<file path="src/rtl/mem_arbiter.sv">
// mem_arbiter: shares one physical-memory port between an I-cache (fills only)
// and a D-cache (fills and writebacks). A granted request is latched and the
// memory command is held until pmem_resp. The requester then sees a one-cycle
// completion pulse, with read data taken from an internal line buffer.
// Optional feature macro: ARB_ROUND_ROBIN_EN. When it is defined, a conflict
// goes to the requester that was not served last. When it is undefined, the
// D-cache always wins a conflict.
module mem_arbiter #(
    parameter int LINE_W = 256,
    parameter int ADDR_W = 32
) (
    input  logic              clk,
    input  logic              rst,
    input  logic              i_read,
    input  logic [ADDR_W-1:0] i_address,
    output logic [LINE_W-1:0] i_rdata,
    output logic              i_resp,
    input  logic              d_read,
    input  logic              d_write,
    input  logic [ADDR_W-1:0] d_address,
    input  logic [LINE_W-1:0] d_wdata,
    output logic [LINE_W-1:0] d_rdata,
    output logic              d_resp,
    output logic              pmem_read,
    output logic              pmem_write,
    output logic [ADDR_W-1:0] pmem_address,
    output logic [LINE_W-1:0] pmem_wdata,
    input  logic [LINE_W-1:0] pmem_rdata,
    input  logic              pmem_resp
);

    typedef enum logic [2:0] {
        IDLE    = 3'd0,
        SERVE_I = 3'd1,
        SERVE_D = 3'd2,
        DONE_I  = 3'd3,
        DONE_D  = 3'd4
    } state_t;

    state_t            state_q;
    logic [ADDR_W-1:0] addr_q;
    logic [LINE_W-1:0] wdata_q;
    logic [LINE_W-1:0] line_q;
    logic              pmem_read_q;
    logic              pmem_write_q;
    logic              i_resp_q;
    logic              d_resp_q;
    logic              d_pend_s;
    logic              pick_d_s;

`ifdef ARB_ROUND_ROBIN_EN
    // Set when the D-cache owns the next conflict (the I-cache was served last).
    logic              prio_d_q;
`endif

    assign d_pend_s = d_read | d_write;

    // Decide which requester IDLE would grant on this edge.
    always_comb begin
        pick_d_s = 1'b0;
        if (d_pend_s && !i_read) begin
            pick_d_s = 1'b1;
        end else if (d_pend_s && i_read) begin
`ifdef ARB_ROUND_ROBIN_EN
            pick_d_s = prio_d_q;
`else
            pick_d_s = 1'b1;
`endif
        end else begin
            pick_d_s = 1'b0;
        end
    end

    // Transaction FSM with registered memory command and completion pulses.
    always_ff @(posedge clk) begin
        if (rst) begin
            state_q      <= IDLE;
            addr_q       <= '0;
            wdata_q      <= '0;
            line_q       <= '0;
            pmem_read_q  <= 1'b0;
            pmem_write_q <= 1'b0;
            i_resp_q     <= 1'b0;
            d_resp_q     <= 1'b0;
`ifdef ARB_ROUND_ROBIN_EN
            prio_d_q     <= 1'b0;
`endif
        end else begin
            case (state_q)
                IDLE: begin
                    i_resp_q <= 1'b0;
                    d_resp_q <= 1'b0;
                    if (pick_d_s) begin
                        // A simultaneous read and write is treated as a writeback.
                        state_q      <= SERVE_D;
                        addr_q       <= d_address;
                        wdata_q      <= d_wdata;
                        pmem_write_q <= d_write;
                        pmem_read_q  <= ~d_write;
                    end else if (i_read) begin
                        state_q      <= SERVE_I;
                        addr_q       <= i_address;
                        pmem_read_q  <= 1'b1;
                        pmem_write_q <= 1'b0;
                    end else begin
                        state_q <= IDLE;
                    end
                end
                SERVE_I: begin
                    if (pmem_resp) begin
                        line_q      <= pmem_rdata;
                        pmem_read_q <= 1'b0;
                        i_resp_q    <= 1'b1;
                        state_q     <= DONE_I;
`ifdef ARB_ROUND_ROBIN_EN
                        prio_d_q    <= 1'b1;
`endif
                    end else begin
                        state_q <= SERVE_I;
                    end
                end
                SERVE_D: begin
                    if (pmem_resp) begin
                        if (!pmem_write_q) begin
                            line_q <= pmem_rdata;
                        end else begin
                            line_q <= line_q;
                        end
                        pmem_read_q  <= 1'b0;
                        pmem_write_q <= 1'b0;
                        d_resp_q     <= 1'b1;
                        state_q      <= DONE_D;
`ifdef ARB_ROUND_ROBIN_EN
                        prio_d_q     <= 1'b0;
`endif
                    end else begin
                        state_q <= SERVE_D;
                    end
                end
                DONE_I: begin
                    i_resp_q <= 1'b0;
                    state_q  <= IDLE;
                end
                DONE_D: begin
                    d_resp_q <= 1'b0;
                    state_q  <= IDLE;
                end
                default: begin
                    state_q      <= IDLE;
                    pmem_read_q  <= 1'b0;
                    pmem_write_q <= 1'b0;
                    i_resp_q     <= 1'b0;
                    d_resp_q     <= 1'b0;
                end
            endcase
        end
    end

    assign pmem_read    = pmem_read_q;
    assign pmem_write   = pmem_write_q;
    assign pmem_address = addr_q;
    assign pmem_wdata   = wdata_q;
    assign i_resp       = i_resp_q;
    assign d_resp       = d_resp_q;
    assign i_rdata      = line_q;
    assign d_rdata      = line_q;

endmodule

</file>
<file path="config.mk">
export PLATFORM = sky130hd
export DESIGN_NAME = mem_arbiter
export DESIGN_NICKNAME = d
export VERILOG_FILES = /design/src/rtl/mem_arbiter.sv
export SDC_FILE = /design/constraint.sdc
export NUM_CORES = 1
export LEC_CHECK = 0
export ABC_AREA = 0
export CAP_MARGIN = 20
export CORE_AREA = 3 3 538 540
export DETAILED_ROUTE_END_ITERATION = 7
export DIE_AREA = 0 0 541 543
export PLACE_DENSITY_LB_ADDON = 0.05
export SKIP_LAST_GASP = 1
export SYNTH_ARGS = -nofsm -noshare
export SYNTH_HDL_FRONTEND = slang
export SYNTH_SLANG_ARGS = --single-unit
</file>
<file path="constraint.sdc">
create_clock -name clk -period 1.3 [get_ports clk]
set_input_delay 0.195 -clock clk [delete_from_list [all_inputs] [get_ports clk]]
set_output_delay 0.195 -clock clk [all_outputs]
set_load 0.03 [all_outputs]
</file>
==> qor.yml <==
run_status:
  status: "finished with violations"
  violations: "negative setup slack"
place:
  place_congestion: 0.724
  hpwl_mm: 161
  portBuffers: 1385
  post_dp_cell_area_mm2: 0.0473
floorplanning:
  start_util: 0.0863
  fp-row-count: 196
  dieArea_mm2: 0.294
  dieHeight_um: 543
  fp.dieW_um: 541
  io_pins: 1386
  core_area_mm2: 0.285
clocking:
  cts_tree: "yes"
  cts_root_buf: "clkbuf_16"
  clock-sinks: 551
  cts_buffer_depth: 3
  insertion_delay_ns: 0.74
  cts_htree_levels: 3
  numCtsBuffers: 90
  clkTransAtPathRegs_ns: 0.06
drt:
  wl_per_cell_um: 24.3
  firstDrtPassIters: 4
  drtIter0Drc: 729
  dr_wl_met3_mm: 18.4
  viasPerCell: 3.26
  routed_wl_mm: 207
  drc: 0
  vias: 27726
  met2WireLength_mm: 105
  met1_length_mm: 77.2
  antenna_left: 0
  topRoutingLayerUsed: "met5"
sta:
  timing.slew.headroom: 0.753
  max_freq_mhz: 581
  tns_ns: -251.64
  whs_ns: 0.0868
  clock_skew_ns: 0.0705
  rsz0062_at_grt: "true"
  hold_viol: 0
  worst_pin_slew_ns: 0.370
  finalSetupViolCount: 1349
  period_needed_ns: 1.72
  finalMaxSlewViolations: 0
  timing.final.ws_setup_ns: -0.420
  fin_crit_sh: 1.32
setup_path:
  cpPeakStageDelay_ns: 0.50
  timing.critical_path.from_type: "flop"
  crit_path_top_delay_cell: "or3_4"
  cp_top_family: "simple AND/OR/NAND/NOR gates"
  cp_num_buf_inv: 3
  cp.required_ns: 1.92
  crit_arrival_ns: 2.34
  endpoint_kind: "flop"
  crit_top_cell: "buf_12"
  crit_chain: "or3_4, buf_12, buf_12, buf_16, o21ai_0, a21oi_2"
  crit_fanout: 10
  worstSetupPathType: "flop to flop"
synthesis:
  synth-main-ff-cell: "dfxtp_1"
  synth_nets: 3345
  synth_cells: 2763
  synth_edf_count: 0
  synthArstFlopShare: 0
  synthesis.area_mm2: 0.0246
  yosys.cell_types.count: 32
  ys_seq_elements: 551
  ys_warn_count: 0
  yosysSeqAreaShare: 0.449
  avgSynthCellArea_um2: 8.90
grt:
  grt.total_usage: 0.131
  grt_start_max_net_pins: 42
  antenna_found_initial: 119
  grt_pass1_vias: 28521
  grt_overflow: 0
  grt_first_pass_wirelength_mm: 264
finish:
  final_layout_size_suffix_gt1_frac: 0.525
  filler_cell_count: 30645
  postLayoutCoreUtil: 0.225
  layout_commonest_cell: "clkdlybuf4s50_1"
  syn2layout_area_growth_pct: 161
  finalInstanceArea_mm2: 0.0641
  final_nets: 5197
  final_cell_mix: "clkdlybuf4s50_1, buf_12, nand2b_1"
power:
  combPwrFrac: 0.344
  p_int_w: 0.0462
  p_leak_nw: 24.9
  netSwitchingFraction: 0.336
  seqPwrFrac: 0.287
  power_density_mw_per_mm2: 1080
  vdd_ir_drop_max_mv: 0.935
  p_sw_w: 0.0234
  power.share.clock: 0.369
job:
  cap_viol_max_count: 0
hold_path:
  hold_path.class: "primary input to flop"
state kept, by name, indices dropped and copies added (netlist names):
signal / count
d_rdata: 256
d_resp: 1
i_resp: 1
pmem_address: 32
pmem_read: 1
pmem_wdata: 256
pmem_write: 1
state_q: 3
cell usage after synthesis (3+ instances only):
cell type    n  share of area
a21oi_1    290          0.059
a311oi_1    32          0.011
buf_2       72          0.015
buf_4      270          0.082
clkbuf_1   165          0.025
dfxtp_1    551           0.45
mux2i_1    256           0.10
nand2_1     66          0.010
nand2b_1   513           0.13
nand3_1    256          0.052
nor2_1       4        0.00061
nor2b_1      5         0.0013
o211ai_1     3        0.00092
o21ai_0    251          0.051
o21ai_1      7         0.0014
area by class of cell:
| class | count | area (µm²) | area share |
|---|---|---|---|
| antenna | 48 | 120 | 0.00187 |
| clock buffer | 129 | 2550 | 0.0397 |
| clock inverter | 34 | 487 | 0.00759 |
| inverter | 2 | 7.51 | 0.000117 |
| multi-input combinational | 1702 | 14000 | 0.218 |
| sequential | 551 | 12400 | 0.194 |
| tap | 3762 | 4710 | 0.0734 |
| timing repair buffer | 2268 | 29800 | 0.465 |
worst register-to-register path, stage by stage, from the launching register on:
cell,delay [ns]
dfxtp_4,0.37
or3_4,0.50
buf_12,0.20
buf_12,0.15
buf_16,0.15
o21ai_0,0.22
a21oi_2,0.08
per-layer routing:
layer  up-vias  GRT usage
li1      13025          -
met1     13263      0.139
met2      1059      0.236
met3       301     0.0541
met4        78     0.0368
met5         -          0
cell families (layout without fill, tap and decap cells):
| group | Yosys count | in the layout | synth area share |
|---|---|---|---|
| AO/OA/AOI/OAI | 587 | 587 | 0.125 |
| XOR/XNOR | 1 | 1 | 0.000356 |
| buffers and inverters | 510 | 2433 | 0.123 |
| flip-flops | 551 | 551 | 0.449 |
| multiplexers | 256 | 256 | 0.104 |
| other | 0 | 48 | 0 |
| AND/OR/NAND/NOR | 858 | 858 | 0.199 |
power groups by stage:
stage                     sequential [W]  combinational (W)  clock, W
after floorplan                   0.0217            0.00515         0
after global placement            0.0202             0.0183         0
after detailed placement          0.0202             0.0181         0
after CTS                         0.0200             0.0210    0.0274
after global routing              0.0202             0.0252    0.0278
final                             0.0200             0.0239    0.0256
repair_timing:
item / in CTS / in global routing
endpoints found under the setup margin: 1349 / 1351
hold buffers: 438 / 0
hold endpoints to repair: 413 / 0
setup buffers: 46 / 84
gates cloned: 25 / 32
resized for setup: 1229 / 1619
pin swaps: 12 / 411
worst paths after layout:
path	endpoint	startpoint	cells after the start	slack (ns)
min	d_rdata[172]	rst	4	0.09
min reg2reg	pmem_wdata[137]	pmem_wdata[137]	2	0.47
max	pmem_wdata[92]	state_q[1]	6	-0.42
max reg2reg	pmem_wdata[92]	state_q[1]	6	-0.42
through the flow:
stage	std cells	total power, W	worst slack, ns
after floorplan	2763	0.0269	-0.121
after global placement	7674	0.0385	-0.658
after detailed placement	7674	0.0384	-0.678
after CTS	8343	0.0683	-0.402
after global routing	8475	0.0732	-0.488
final	8496	0.0696	-0.420
Note: power is estimated with default switching activity, not from simulation.
